==> src/rtl/uart_pkg.sv <==
// Shared definitions for the UART transmit path: parity-mode encodings,
// serializer state enumeration and the parity-bit selection helper.
package uart_pkg;

  typedef enum logic [2:0] {
    PAR_NONE  = 3'b000,
    PAR_ODD   = 3'b001,
    PAR_EVEN  = 3'b010,
    PAR_SPACE = 3'b100,
    PAR_MARK  = 3'b101
  } parity_mode_t;

  typedef enum logic [2:0] {
    S_IDLE,
    S_START,
    S_DATA,
    S_PARITY,
    S_STOP1,
    S_STOP2
  } tx_state_t;

  localparam int MAX_DATA_W = 9;

  // Returns {parity_enabled, parity_bit}; unlisted encodings mean no parity.
  // Zero-extension of narrower words does not change the XOR reduction.
  function automatic logic [1:0] parity_select(input logic [2:0] mode,
                                               input logic [MAX_DATA_W-1:0] data);
    logic en;
    logic pbit;
    en   = 1'b1;
    pbit = 1'b0;
    case (mode)
      PAR_ODD:   pbit = ~^data;
      PAR_EVEN:  pbit = ^data;
      PAR_SPACE: pbit = 1'b0;
      PAR_MARK:  pbit = 1'b1;
      default:   en = 1'b0;
    endcase
    return {en, pbit};
  endfunction

endpackage

==> src/rtl/sync_fifo.sv <==
// Single-clock FIFO with extra-bit pointers, synchronous clear and an
// occupancy output. Read data is the current head word (show-ahead).
module sync_fifo #(
  parameter int W     = 8,
  parameter int DEPTH = 16
) (
  input  logic                     clk,
  input  logic                     rst_n,
  input  logic                     clear,
  input  logic                     push,
  input  logic [W-1:0]             wdata,
  input  logic                     pop,
  output logic [W-1:0]             rdata,
  output logic                     full,
  output logic                     empty,
  output logic [$clog2(DEPTH):0]   level
);

  localparam int AW = $clog2(DEPTH);
  localparam logic [AW:0] PTR_ONE = (AW+1)'(1);
  localparam logic [AW:0] PTR_MAX = (AW+1)'(DEPTH);

  logic [W-1:0] mem [DEPTH];
  logic [AW:0]  wr_ptr;
  logic [AW:0]  rd_ptr;
  logic         wr_en;
  logic         rd_en;

  assign level = wr_ptr - rd_ptr;
  assign full  = (level == PTR_MAX);
  assign empty = (level == '0);
  assign rdata = mem[rd_ptr[AW-1:0]];
  assign wr_en = push & ~full & ~clear;
  assign rd_en = pop & ~empty & ~clear;

  always_ff @(posedge clk or negedge rst_n) begin
    if (!rst_n) begin
      wr_ptr <= '0;
      rd_ptr <= '0;
    end else if (clear) begin
      wr_ptr <= '0;
      rd_ptr <= '0;
    end else begin
      if (wr_en) wr_ptr <= wr_ptr + PTR_ONE;
      if (rd_en) rd_ptr <= rd_ptr + PTR_ONE;
    end
  end

  always_ff @(posedge clk) begin
    if (wr_en) mem[wr_ptr[AW-1:0]] <= wdata;
  end

endmodule

==> src/rtl/uart_tx_serializer.sv <==
// UART transmitter: FIFO-buffered words are framed (start, data LSB-first,
// optional parity, one or two stop bits) with a per-frame latched bit divisor.
module uart_tx_serializer
  import uart_pkg::*;
#(
  parameter int DATA_W     = 8,
  parameter int FIFO_DEPTH = 16,
  parameter int DIV_W      = 24
) (
  input  logic                          clk_i,
  input  logic                          rst_i,
  input  logic [DATA_W-1:0]             data_i,
  input  logic                          valid_i,
  output logic                          ready_o,
  input  logic [2:0]                    cfg_parity_i,
  input  logic                          cfg_stopbits_i,
  input  logic [DIV_W-1:0]              cfg_divisor_i,
  input  logic                          flush_i,
  output logic                          tx_o,
  output logic                          busy_o,
  output logic                          frame_done_o,
  output logic [$clog2(FIFO_DEPTH):0]   level_o,
  output tx_state_t                     state_o
);

  localparam int BIT_W = (DATA_W > 1) ? $clog2(DATA_W) : 1;
  localparam logic [DIV_W-1:0] DIV_ONE = DIV_W'(1);
  localparam logic [BIT_W-1:0] BIT_LAST = BIT_W'(DATA_W - 1);
  localparam logic [BIT_W-1:0] BIT_ONE = BIT_W'(1);

  // Handshake: data_i is taken on every rising edge where valid_i && ready_o
  // (and flush_i is low); the producer keeps data_i stable while valid_i is
  // high and ready_o is low, and may not withdraw a word once offered.

  tx_state_t         state_q, state_d;
  logic [DIV_W-1:0]  cnt_q, cnt_d;
  logic [DIV_W-1:0]  div_q, div_d;
  logic [DATA_W-1:0] shift_q, shift_d;
  logic [BIT_W-1:0]  bit_q, bit_d;
  logic              par_en_q, par_en_d;
  logic              par_bit_q, par_bit_d;
  logic              two_stop_q, two_stop_d;
  logic              tx_d;
  logic              load;
  logic              frame_end;
  logic              push;
  logic [DATA_W-1:0] fifo_data;
  logic              fifo_full;
  logic              fifo_empty;
  logic [DIV_W-1:0]  div_in;
  logic [1:0]        par_sel;
  logic              bit_end;

  assign push    = valid_i & ~fifo_full & ~flush_i;
  assign ready_o = ~fifo_full;
  assign div_in  = (cfg_divisor_i == '0) ? DIV_ONE : cfg_divisor_i;
  assign par_sel = parity_select(cfg_parity_i, MAX_DATA_W'(fifo_data));
  assign bit_end = (cnt_q == '0);

  sync_fifo #(
    .W     (DATA_W),
    .DEPTH (FIFO_DEPTH)
  ) u_fifo (
    .clk   (clk_i),
    .rst_n (rst_i),
    .clear (flush_i),
    .push  (push),
    .wdata (data_i),
    .pop   (load),
    .rdata (fifo_data),
    .full  (fifo_full),
    .empty (fifo_empty),
    .level (level_o)
  );

  always_ff @(posedge clk_i or negedge rst_i) begin
    if (!rst_i) begin
      state_q    <= S_IDLE;
      cnt_q      <= '0;
      div_q      <= DIV_ONE;
      shift_q    <= '0;
      bit_q      <= '0;
      par_en_q   <= 1'b0;
      par_bit_q  <= 1'b0;
      two_stop_q <= 1'b0;
      tx_o       <= 1'b1;
    end else begin
      state_q    <= state_d;
      cnt_q      <= cnt_d;
      div_q      <= div_d;
      shift_q    <= shift_d;
      bit_q      <= bit_d;
      par_en_q   <= par_en_d;
      par_bit_q  <= par_bit_d;
      two_stop_q <= two_stop_d;
      tx_o       <= tx_d;
    end
  end

  always_comb begin
    state_d    = state_q;
    cnt_d      = cnt_q;
    div_d      = div_q;
    shift_d    = shift_q;
    bit_d      = bit_q;
    par_en_d   = par_en_q;
    par_bit_d  = par_bit_q;
    two_stop_d = two_stop_q;
    load       = 1'b0;
    frame_end  = 1'b0;
    tx_d       = 1'b1;

    if (state_q != S_IDLE && !bit_end) cnt_d = cnt_q - DIV_ONE;

    case (state_q)
      S_IDLE: load = ~fifo_empty;
      S_START: begin
        if (bit_end) begin
          state_d = S_DATA;
          cnt_d   = div_q - DIV_ONE;
          bit_d   = BIT_LAST;
        end
      end
      S_DATA: begin
        if (bit_end) begin
          cnt_d = div_q - DIV_ONE;
          if (bit_q == '0) begin
            state_d = par_en_q ? S_PARITY : S_STOP1;
          end else begin
            shift_d = shift_q >> 1;
            bit_d   = bit_q - BIT_ONE;
          end
        end
      end
      S_PARITY: begin
        if (bit_end) begin
          state_d = S_STOP1;
          cnt_d   = div_q - DIV_ONE;
        end
      end
      S_STOP1: begin
        if (bit_end) begin
          if (two_stop_q) begin
            state_d = S_STOP2;
            cnt_d   = div_q - DIV_ONE;
          end else begin
            frame_end = 1'b1;
          end
        end
      end
      S_STOP2: frame_end = bit_end;
      default: state_d = S_IDLE;
    endcase

    // A finished frame chains straight into the next queued word.
    if (frame_end) begin
      if (!fifo_empty) load = 1'b1;
      else state_d = S_IDLE;
    end

    if (load) begin
      state_d    = S_START;
      div_d      = div_in;
      cnt_d      = div_in - DIV_ONE;
      shift_d    = fifo_data;
      par_en_d   = par_sel[1];
      par_bit_d  = par_sel[0];
      two_stop_d = cfg_stopbits_i;
    end

    if (flush_i) begin
      state_d = S_IDLE;
      load    = 1'b0;
    end

    case (state_d)
      S_START:  tx_d = 1'b0;
      S_DATA:   tx_d = shift_d[0];
      S_PARITY: tx_d = par_bit_d;
      default:  tx_d = 1'b1;
    endcase
  end

  assign busy_o       = (state_q != S_IDLE);
  assign frame_done_o = frame_end & ~flush_i;
  assign state_o      = state_q;

endmodule

==> config.mk <==
export PLATFORM = sky130hd
export DESIGN_NAME = uart_tx_serializer
export DESIGN_NICKNAME = d
export VERILOG_FILES = /design/src/rtl/uart_pkg.sv /design/src/rtl/sync_fifo.sv /design/src/rtl/uart_tx_serializer.sv
export SDC_FILE = /design/constraint.sdc
export NUM_CORES = 1
export LEC_CHECK = 0
export ABC_AREA = 1
export CAP_MARGIN = 20
export CORE_ASPECT_RATIO = 0.7
export CORE_MARGIN = 2
export CORE_UTILIZATION = 65
export CTS_CLUSTER_DIAMETER = 50
export DETAILED_ROUTE_END_ITERATION = 8
export DONT_BUFFER_PORTS = 1
export GPL_TIMING_DRIVEN = 0
export PLACE_DENSITY = 0.79
export SYNTH_ARGS = -nofsm -noshare
export SYNTH_HDL_FRONTEND = slang
export SYNTH_SLANG_ARGS = --single-unit
==> constraint.sdc <==
create_clock -name clk_i -period 6.3 [get_ports clk_i]
set_clock_uncertainty 0.2 [all_clocks]
set_input_delay 1.26 -clock clk_i [delete_from_list [all_inputs] [get_ports clk_i]]
set_output_delay 1.26 -clock clk_i [all_outputs]
set_load 0.005 [all_outputs]
; Word-level counts from Yosys, hierarchy flattened
; Memory sizes are Yosys's and may differ from the RTL's.
; Index checks and enable logic that the tools add are counted.
[totals]
regBits = 76
ramBits = 128
input_bits = 40
output_inout_bits = 12
wordCells = 111
n_memories = 1
[mem_list]
columns = name, depth, word_bits, read_ports, rd_ports_with_merged_regs, write_ports, line
row1 = u_fifo.mem, 16, 8, 1, 0, 1, sync_fifo.sv:23  ; logic [W-1:0] mem [DEPTH];
[op_classes]
addsub = 7
eq_ne = 17
muxes = 44
bitwise = 10
n_reduce_logical = 20
[ops]
columns = operator, count
row1 = 2-to-1 mux 24 bit, 6
row2 = "subtractor 24 x 1 -> 24 bit, second input constant", 3
row3 = logical NOT 24 bit, 2
row4 = one-hot mux 24 bit (2 select lines), 1
row5 = 2-to-1 mux 3 bit, 14
row6 = 2-to-1 mux 8 bit, 4
row7 = 2-to-1 mux 5 bit, 4
row8 = "== test 3 x 2 -> 1 bit, second input constant", 5
row9 = one-hot mux 3 bit (5 select lines), 1
row10 = "== test 3 bit, second input constant", 4
row11 = "adder 5 x 1 -> 5 bit, second input constant", 2
row12 = 2-to-1 mux 1 bit, 10
row13 = nonzero test 2 bit, 5
row14 = "== test 3 x 1 -> 1 bit, second input constant", 3
row15 = XNOR reduction 9 bit, 1
row16 = XOR reduction 9 bit, 1
row17 = AND 1 bit, 7
row18 = logical NOT 3 bit, 2
row19 = "inequality test 2 bit, second input constant", 3
row20 = one-hot mux 1 bit (3 select lines), 2
row21 = one-hot mux 3 bit (2 select lines), 1
row22 = "== test 5 bit, second input constant", 1
row23 = logical NOT 5 bit, 1
row24 = subtractor 5 bit, 1
row25 = other kinds (12), 14

; Longest topological paths before layout
[depth]
depth_word = 11
depth_mapped = 23
mapped_depth_nobuf = 22

; Modules after synthesis
; Synthesis repeated with hierarchy kept, for this count alone.
[unflattened]
cells_unflattened = 1271
area_unflattened_um2 = 10976.8
[by_module_without_submodules]
columns = mod, instances, cells_per_inst, area_per_inst_um2, seq_area_each_um2
row1 = sync_fifo, 1, 499, 5994.5, 4093.9
row2 = uart_tx_serializer, 1, 772, 4982.3, 1654.1

; Worst setup path after synthesis
; Ideal clock, no wire load.
[synth_timing]
path_kind = in2reg
startpoint = in cfg_divisor_i[16]
endpoint = reg cnt_q[22]
setup_ns = 0.125
t_arrival_ns = 2.877
t_required_ns = 5.975
slack_ns = 3.098
path_stages = 18
path_buffers = 0
path_cell_list = inv_1 nand3_1 nor2_1 nand3_1 nand2_1 inv_1 ha_1 nand2_1 inv_1 nand2_1 inv_1 nand3_1 nor3_2 nand2_1 nor3_1 inv_1 o31ai_1 o21ai_1
[synth_between]
elab_chain_len = 4
[synth_rtl]
columns = item, line
row1 = "start, declared", uart_tx_serializer.sv:17  ; input logic [DIV_W-1:0] cfg_divisor_i,
row2 = logical NOT 24 bit, uart_tx_serializer.sv:56  ; assign div_in = (cfg_divisor_i == '0) ? DIV_ONE : cfg_divisor_i;
row3 = 2-to-1 mux 24 bit *, uart_tx_serializer.sv:56
row4 = subtractor 24 x 1 -> 24 bit *, uart_tx_serializer.sv:164  ; cnt_d = div_in - DIV_ONE;
row5 = 2-to-1 mux 24 bit *, uart_tx_serializer.sv:161  ; if (load) begin
row6 = net cnt_d[22], uart_tx_serializer.sv:36  ; logic [DIV_W-1:0] cnt_q, cnt_d;
row7 = "end signal, assigned", uart_tx_serializer.sv:89  ; cnt_q <= cnt_d;
row8 = "end, declared", uart_tx_serializer.sv:36
; The timed path passes the listed nets; every way through them passes the cells marked *.
; A chain may end at the register's enable or synchronous reset.

; Final worst setup path
[layout_timing]
startpoint = reg u_fifo.rd_ptr[1]
endpoint = out ready_o
[layout_between]
elab_chain_len = 3
[layout_rtl]
columns = item, line
row1 = "start, declared", sync_fifo.sv:25  ; logic [AW:0] rd_ptr;
row2 = "start signal, assigned", sync_fifo.sv:45  ; if (rd_en) rd_ptr <= rd_ptr + PTR_ONE;
row3 = subtractor 5 bit, sync_fifo.sv:29  ; assign level = wr_ptr - rd_ptr;
row4 = net level_o[4], uart_tx_serializer.sv:22  ; output logic [$clog2(FIFO_DEPTH):0] level_o,
row5 = == test 5 bit, sync_fifo.sv:30  ; assign full = (level == PTR_MAX);
row6 = inverter 1 bit, uart_tx_serializer.sv:55  ; assign ready_o = ~fifo_full;
row7 = "end, declared", uart_tx_serializer.sv:14  ; output logic ready_o,
; The timed path passes the listed nets, and every way through them passes these cells.

==> results.json <==
{
  "power_frac_comb": 0.433,
  "syn2layout_area_growth_pct": 8.219,
  "arrival_ns": 2.66,
  "crit_slowest_cell": "fa_1",
  "die_x_um": 160.4,
  "die_area_sq_um": 18200,
  "cts_buffers": 21,
  "total_power_mw": 5.427,
  "hp-class": "in -> async",
  "dpl.hpwl_mm": 22.05,
  "drive_gt1_frac": 0.08035,
  "drcViolationCount": 0,
  "p_int_mw": 3.076,
  "die_y_um": 113.5,
  "critical_path.cell_chain": "buf_6, inv_4, buf_2, fa_1, nand3_1, nand2_1, xor2_1, nand3_1",
  "cts-root-buf": "clkbuf_16",
  "dp_cells": 1556,
  "max_stage_delay_ns": 0.50,
  "antenna_found_initial": 1,
  "setup_tns_ns": 0,
  "drt-pass1-iter-count": 5,
  "peakVddDrop_uv": 263.4,
  "drtAntennaViolNets": 0,
  "yosysWarningCount": 0,
  "core_area_sq_um": 16540,
  "maxSlewHeadroom": 0.3058,
  "cts_setup_buffers": 0,
  "grt_pass1_wl_mm": 47.43,
  "cts.repair.resized": 0,
  "pwr-share-seq": 0.348,
  "place_ws_ns": 2.407,
  "vias": 9203,
  "synth-async-reset-ratio": 0.3725,
  "fp-row-count": 39,
  "setup_violations": 0,
  "crit_buf_inv": 3,
  "io_pins": 52,
  "htree_levels": 1,
  "finalCritPeriodShare": 0.6545,
  "routabilityCongestion": 0.9761,
  "syn-num-nets": 1386,
  "first_global_vias": 8614,
  "netlist_instances": 1331,
  "path_clk_slew_ns": 0.07,
  "crit_path_max_fanout": 11,
  "vias_per_cell": 5.774,
  "diodes": 0,
  "cts.path.max_buffers": 3,
  "ys.flop_type": "edfxtp_1",
  "initial_core_util": 0.6727,
  "grt-ovfl-total": 0,
  "routedWlPerCell_um": 19.07,
  "wl_mm": 30.40,
  "crit_top_cell": "nand3_1",
  "yosysMostFrequentCell": "nand2_1",
  "p_sw_frac": 0.4333,
  "power.leakage_nw": 5.385,
  "cp-end-kind": "primary output",
  "synthTopCellsByCount": "nand2_1, inv_1, nor2_1, edfxtp_1, nand3_1",
  "fmax_ghz": 0.2425,
  "maxCapViolations": 0,
  "postCtsHoldBufs": 0,
  "synth_top_area_share": 0.3454,
  "grt_max_degree": 77,
  "switchingPower_mw": 2.352,
  "hold_violations": 0,
  "grt.total_usage": 0.3423,
  "fin_crit_ns": 4.123,
  "rsz0062_at_grt": "false",
  "crit_required_ns": 4.84,
  "drt_iter0_markers": 1318,
  "ys_seq_area_frac": 0.5165,
  "worstSetupPathType": "reg -> out",
  "cts_num_sinks": 204,
  "clockPowerShare": 0.219,
  "synth_area_sq_um": 11130,
  "synth_seq_cells": 204,
  "slew_violations": 0,
  "synthTopCellsByArea": "edfxtp_1, dfrtp_1, nand2_1",
  "cp_top_family": "adder cells",
  "setup_slack_ns": 2.177,
  "syn_avg_cell_area_sq_um": 8.361,
  "cts_tree": "yes",
  "synth.distinct_cells": 51,
  "cp-start-kind": "flop",
  "powerDensity_nw_per_um2": 450.7,
  "insertion_delay_ns": 0.52,
  "synth_edf_count": 128,
  "status": "completed",
  "final_core_util": 0.7280,
  "portBuffers": 0,
  "worstMarginPinSlew_ns": 1.041,
  "fin_nets": 1409,
  "final_cells": 1594,
  "synth_area_leader_cell": "edfxtp_1"
}
[worst paths after layout]
kind	from	to	slack, ns	depth (start not counted)
max in group asynchronous	rst_i	div_q[0]	5.45	0
setup / recovery	u_fifo.rd_ptr[1]	ready_o	2.18	8
hold / removal	rst_i	cnt_q[20]	0.24	0
min in group clk_i	div_q[1]	div_q[1]	0.29	2
hold reg to reg	div_q[1]	div_q[1]	0.29	2
setup reg to reg	u_fifo.rd_ptr[1]	u_fifo.mem[8][5]	2.50	13
[cell type report]
type	instances	area, sq um
Multi-Input combinational cell	893	4350
Clock buffer	26	544.3
Sequential cell	204	5748
Fill cell	1289	4499
Buffer	37	282.8
Inverter	197	747.0
Tap cell	225	281.5
Clock inverter	12	88.84
[stage by stage]
step,cell area [sq um],hold slack [ns]
floorplan,11130,0.2493
global placement,11410,0.2634
detailed placement,11410,0.2772
CTS,12040,0.2337
global route,12040,0.2304
finish,12040,0.2380
[flip-flops by register name, summed over array words and instances, names as in the netlist, 3 cells and up]
register       flops
div_q             24
bit_q              3
u_fifo.wr_ptr      5
u_fifo.mem       128
state_o            3
cnt_q             24
shift_q            8
u_fifo.rd_ptr      5
[power groups by stage]
| stage | Clock, mW | Combinational (mW) | Sequential [mW] |
|---|---|---|---|
| finish | 1.19 | 2.35 | 1.89 |
| detailed placement | 0 | 2.26 | 1.90 |
| global placement | 0 | 2.20 | 1.90 |
| floorplan | 0 | 1.62 | 1.85 |
| global route | 1.24 | 2.59 | 1.91 |
| CTS | 1.19 | 2.28 | 1.88 |
[worst reg2reg max path, cell delays in order (launching register included)]
cell and delay [ns]:
dfrtp_1 0.41, buf_6 0.16, inv_4 0.08, buf_2 0.32
ha_1 0.31, nand3_1 0.08, nand2_1 0.06, xor2_1 0.34
nor2_2 0.11, nand3_1 0.18, nand2_2 0.13, nor2_4 0.18
nand2_1 0.19, nor2_1 0.68
[routing by layer]
layer / wire length, um / part of all wire / GRT usage / vias up
li1: - / - / - / 4361
met1: 13620 / 0.45 / 0.5401 / 4238
met2: 11790 / 0.39 / 0.4641 / 553
met3: 4357 / 0.14 / 0.1069 / 49
met4: 609 / 0.020 / 0.07087 / 2
met5: 13 / 0.00043 / 0 / -
[cells in the final DEF (no fill, tap or decap), types with 3 or more instances in the layout]
cell type	n
nand2_1	352
inv_1	186
nor2_1	144
edfxtp_1	128
nand3_1	102
dfrtp_1	74
o21ai_0	72
a21oi_1	34
xor2_1	30
o21ai_1	23
clkbuf_16	21
nor3_1	16
xnor2_1	15
ha_1	14
buf_2	13
nand4_1	13
nor2_2	12
buf_6	12
nand2_2	10
buf_4	10
inv_2	8
clkbuf_1	7
clkinv_1	7
nor4_1	6
o221ai_1	6
nor3_2	4
or2_2	4
a21o_1	3
a31oi_1	3
o211ai_1	3
nor3b_1	3
a22oi_1	3
inv_6	3
[logic make-up after synthesis]
logic type                 Yosys count  synth area share
and+or+nand+nor                    675            0.2597
buffers and inverters              234           0.09253
DFF                                204            0.5165
AOI/OAI and AO/OA                  158           0.07826
xor gates and xnor gates            45           0.03542
adders and majority gates           15           0.01754
No activity file was read; power rests on OpenSTA's default activity.
